## src/rtl/cache_fill_ctrl.sv

```systemverilog
// Cache-line fill controller: optional dirty-victim write-back, then a
// pipelined line read in which requests are issued back-to-back while
// in-order responses are written into the data array. The tag is written
// once the last word has landed.
module cache_fill_ctrl #(
  parameter int ADDR_W   = 16,
  parameter int DATA_W   = 16,
  parameter int WORDS    = 8,
  parameter int BYTE_OFF = 1,
  localparam int IDX_W   = $clog2(WORDS),
  localparam int OFF_W   = IDX_W + BYTE_OFF
) (
  input  logic              clk,
  input  logic              rst_n,
  input  logic              miss_detected,
  input  logic [ADDR_W-1:0] miss_address,
  input  logic              victim_dirty,
  input  logic [ADDR_W-1:0] victim_address,
  input  logic [DATA_W-1:0] victim_data,
  input  logic              memory_data_valid,
  output logic              fsm_busy,
  output logic              write_data_array,
  output logic              write_tag_array,
  output logic [IDX_W-1:0]  word_index,
  output logic              memory_enable,
  output logic              memory_wr,
  output logic [ADDR_W-1:0] memory_address,
  output logic [DATA_W-1:0] memory_wdata
);

  localparam int BASE_W = ADDR_W - OFF_W;

  // Issue/receive counters carry one extra bit so "all WORDS issued" is
  // representable without wrapping back to word 0.
  localparam logic [IDX_W:0]   CNT_WORDS = (IDX_W + 1)'(WORDS);
  localparam logic [IDX_W:0]   RX_LAST   = (IDX_W + 1)'(WORDS - 1);
  localparam logic [IDX_W-1:0] WB_LAST   = IDX_W'(WORDS - 1);

  typedef enum logic [1:0] {
    IDLE = 2'd0,
    WB   = 2'd1,
    FILL = 2'd2,
    TAG  = 2'd3
  } state_t;

  state_t              state_reg, state_next;
  logic [BASE_W-1:0]   miss_base_reg, miss_base_next;
  logic [BASE_W-1:0]   victim_base_reg, victim_base_next;
  logic [IDX_W-1:0]    wb_cnt_reg, wb_cnt_next;
  logic [IDX_W:0]      iss_cnt_reg, iss_cnt_next;
  logic [IDX_W:0]      rx_cnt_reg, rx_cnt_next;

  // Offset bits of the incoming addresses are irrelevant: only line bases
  // are kept.
  logic unused_offset_bits;
  assign unused_offset_bits = ^{miss_address[OFF_W-1:0], victim_address[OFF_W-1:0]};

  // State and counter registers; reset returns everything to IDLE/zero.
  always_ff @(posedge clk) begin
    if (!rst_n) begin
      state_reg       <= IDLE;
      miss_base_reg   <= '0;
      victim_base_reg <= '0;
      wb_cnt_reg      <= '0;
      iss_cnt_reg     <= '0;
      rx_cnt_reg      <= '0;
    end else begin
      state_reg       <= state_next;
      miss_base_reg   <= miss_base_next;
      victim_base_reg <= victim_base_next;
      wb_cnt_reg      <= wb_cnt_next;
      iss_cnt_reg     <= iss_cnt_next;
      rx_cnt_reg      <= rx_cnt_next;
    end
  end

  // Next-state, counter updates and all outputs, decoded from current state.
  always_comb begin
    state_next       = state_reg;
    miss_base_next   = miss_base_reg;
    victim_base_next = victim_base_reg;
    wb_cnt_next      = wb_cnt_reg;
    iss_cnt_next     = iss_cnt_reg;
    rx_cnt_next      = rx_cnt_reg;

    fsm_busy         = 1'b0;
    write_data_array = 1'b0;
    write_tag_array  = 1'b0;
    word_index       = '0;
    memory_enable    = 1'b0;
    memory_wr        = 1'b0;
    memory_address   = '0;
    memory_wdata     = '0;

    case (state_reg)
      IDLE: begin
        if (miss_detected) begin
          miss_base_next   = miss_address[ADDR_W-1:OFF_W];
          victim_base_next = victim_address[ADDR_W-1:OFF_W];
          wb_cnt_next      = '0;
          iss_cnt_next     = '0;
          rx_cnt_next      = '0;
          state_next       = victim_dirty ? WB : FILL;
        end
      end

      WB: begin
        fsm_busy       = 1'b1;
        memory_enable  = 1'b1;
        memory_wr      = 1'b1;
        memory_address = ADDR_W'({victim_base_reg, wb_cnt_reg}) << BYTE_OFF;
        word_index     = wb_cnt_reg;
        memory_wdata   = victim_data;
        if (wb_cnt_reg == WB_LAST) begin
          wb_cnt_next  = '0;
          iss_cnt_next = '0;
          rx_cnt_next  = '0;
          state_next   = FILL;
        end else begin
          wb_cnt_next  = wb_cnt_reg + 1'b1;
        end
      end

      FILL: begin
        fsm_busy   = 1'b1;
        word_index = rx_cnt_reg[IDX_W-1:0];
        // Requests stream out without waiting for responses.
        if (iss_cnt_reg < CNT_WORDS) begin
          memory_enable  = 1'b1;
          memory_address = ADDR_W'({miss_base_reg, iss_cnt_reg[IDX_W-1:0]}) << BYTE_OFF;
          iss_cnt_next   = iss_cnt_reg + 1'b1;
        end
        // In-order responses land at the receive pointer.
        if (memory_data_valid) begin
          write_data_array = 1'b1;
          rx_cnt_next      = rx_cnt_reg + 1'b1;
          if (rx_cnt_reg == RX_LAST) begin
            state_next = TAG;
          end
        end
      end

      TAG: begin
        fsm_busy        = 1'b1;
        write_tag_array = 1'b1;
        state_next      = IDLE;
      end

      default: begin
        state_next = IDLE;
      end
    endcase
  end

endmodule

```

## config.mk

```make
export PLATFORM = sky130hd
export DESIGN_NAME = cache_fill_ctrl
export DESIGN_NICKNAME = d
export VERILOG_FILES = /design/src/rtl/cache_fill_ctrl.sv
export SDC_FILE = /design/constraint.sdc
export NUM_CORES = 1
export LEC_CHECK = 0
export CORE_MARGIN = 4
export CORE_UTILIZATION = 37
export DETAILED_ROUTE_END_ITERATION = 7
export PLACE_DENSITY = 0.86
export SYNTH_ARGS = -nofsm -noshare
export SYNTH_HDL_FRONTEND = slang
export SYNTH_SLANG_ARGS = --single-unit
```

## constraint.sdc

```tcl
create_clock -name clk -period 1.8 [get_ports clk]
set_clock_uncertainty 0.05 [all_clocks]
set_input_delay 0.18 -clock clk [delete_from_list [all_inputs] [get_ports clk]]
set_output_delay 0.18 -clock clk [all_outputs]
set_load 0.05 [all_outputs]
```

==> results.toml <==
[timing]
max_clock_freq_mhz = 535
period_share_pct = 104
tns_ns = -0.670
fin_crit_ns = 1.87
drv_slew = 0
hold_viol_final = 0
fin_ws_ns = -0.0694
setup_viol = 22
timing.hold.ws_ns = 0.375
rsz0062_at_grt = "true"

[synthesis]
syn-cell-area_um2 = 2000
yosysWarningCount = 0
syn_nets = 328
synth.distinct_cells = 35
syn-mean-instance-area_um2 = 7.58
ys_async_sr_fraction_pct = 0
syn_inst = 264
synth-seq-cells = 37
yosysSeqAreaShare_pct = 37.0
synth_edf_count = 0
synth-main-ff-cell = "dfxtp_1"

[global_routing]
grt_usage_pct = 20.7
grt_pass1_vias = 2245
grt_pass1_wl_mm = 10.6
grt_max_degree = 30
gr-total-overflow = 0
antenna_found_initial = 0

[finish]
layout_common_cells = "nand2_1, clkdlybuf4s50_1, dfxtp_1, buf_12, a21oi_1"
nFillCells = 289
syn_to_final_growth_pct = 95.7
diodes = 0
multi_input_area_um2 = 1470
regArea_um2 = 748
final_common_cell = "nand2_1"
drive_above_1_share_pct = 36.1
fin_util_pct = 75.7
nets = 423
finalInstanceArea_um2 = 3920
finalNonFillerCells = 430

[floorplan]
fp.dieH_um = 81.6
die-area_um2 = 6650
rows = 26
core_area_um2 = 5170
io_pins = 93
initial_core_util_pct = 38.7
die_w_um = 81.6

[routing]
wl_mm = 8.38
vias_per_cell = 5.66
first_pass_iters = 5
antenna_left = 0
drt_drc_violations_left = 0
drt_iter0_markers = 263
routedWlPerCell_um = 19.5
vias = 2434

[setup_path]
end_kind = "output pin"
timing.critical_path.required_ns = 1.57
worstPathArrival_ns = 1.64
path_class = "reg -> out"
critPathLaunchType = "flop"
crit_path_max_fanout = 6

[pwr]
p_per_area_nw_per_um2 = 1480
p_leak_nw = 1.44
internal-power_mw = 3.17
switching_share_pct = 45.4
p_clk_share_pct = 13.3
peakVddDrop_mv = 1.12
comb_power_share_pct = 68.0
power_frac_seq_pct = 18.7
power.switching_mw = 2.64

[clocking]
cts_tree = "done"
clk_pin_slew_ns = 0.08
clock_sinks = 37
clock_tree.buffer_depth = 2
ctsHtreeMaxLevel = 2
clk_latency_ns = 0.29
cts_buffers = 5
cts_root_buf = "clkbuf_8"

[place]
dp_cells = 411
dpl.hpwl_mm = 4.51
gp_congestion = 0.805
io_buffers = 83
placed_area_um2 = 3360

[min_path]
min_path_type = "in -> reg"

[status]
status = "finished with violations"
violations = "setup timing"

[job]
maxCapViolCount = 0
==> synth_stat cells, drive strengths merged (5+ instances only) <==
library cell,instances,area share [%]
nand2,64,12
a21oi,37,9.3
dfxtp,37,37
nor2,19,3.6
and2,18,5.6
clkbuf,14,2.6
a22oi,13,4.9
ha,11,6.9
nor2b,7,2.6
buf,5,1.9
nand3,5,1.2
==> critical path, cell delays in order, from the launching register on <==
cell and delay, ns:
dfxtp_4 0.40, inv_6 0.05, ha_4 0.16, nor2b_4 0.13, buf_6 0.16, a22oi_2 0.21
nor2_4 0.06, buf_12 0.15
==> area by class of cell <==
| type | count | share of cell area, % |
|---|---|---|
| repair buffers | 107 | 37.3 |
| multi-input cells | 203 | 37.5 |
| clock buffers | 6 | 2.11 |
| well taps | 70 | 2.24 |
| flip-flops and latches | 37 | 19.1 |
| clock inverters | 2 | 0.958 |
| inverters | 5 | 0.735 |
==> path summary, 6_finish.rpt <==
check / from / to / slack, ns / cells past startpoint
worst max-delay path: state_reg[0]$_SDFFE_PN0P_ / memory_address[11] / -0.07 / 7
worst min-delay path: victim_address[11] / victim_base_reg[7]$_SDFFE_PN0P_ / 0.38 / 3
worst max register to register: state_reg[0]$_SDFFE_PN0P_ / rx_cnt_reg[2]$_SDFFE_PN0P_ / -0.03 / 7
worst min register to register: victim_base_reg[11]$_SDFFE_PN0P_ / victim_base_reg[11]$_SDFFE_PN0P_ / 0.42 / 2
==> cell families after synthesis <==
logic type	after synthesis	share of synthesized area (%)
AOI/OAI and AO/OA	64	19.4
adders and majority gates	11	6.87
buffers and inverters	24	5.50
DFF	37	37.0
muxes	3	1.50
other	1	0.187
and+or+nand+nor	124	29.6
==> routing by layer <==
| layer | wire [um] | vias to the layer above | track usage, % |
|---|---|---|---|
| li1 | - | 1088 | - |
| met1 | 3220 | 1151 | 23.5 |
| met2 | 4150 | 164 | 36.6 |
| met3 | 712 | 31 | 5.04 |
| met4 | 301 | 0 | 8.78 |
| met5 | 0 | - | 0 |
==> power groups by stage <==
| stage | Clock (mW) | Sequential, mW | Combinational, mW |
|---|---|---|---|
| after global placement | 0 | 1.04 | 2.90 |
| after detailed placement | 0 | 1.05 | 2.96 |
| final | 0.774 | 1.09 | 3.95 |
| after floorplan | 0 | 1.03 | 1.80 |
| after global routing | 0.814 | 1.10 | 4.11 |
| after CTS | 0.772 | 1.06 | 3.17 |
==> per-stage QoR <==
step / setup WS (ns) / power [mW]
floorplan: -0.126 / 2.83
global placement: 0.0721 / 3.94
detailed placement: 0.0475 / 4.01
CTS: -0.0319 / 5.00
global route: -0.130 / 6.02
finish: -0.0694 / 5.81
==> repair_timing <==
action	4_1_cts	5_1_grt
setup endpoints to repair	22	44
resized for setup	38	27
hold buffers	0	0
pin swaps	6	23
buffers inserted	2	3
gates cloned	1	5
No activity file was read; power rests on OpenSTA's default activity.
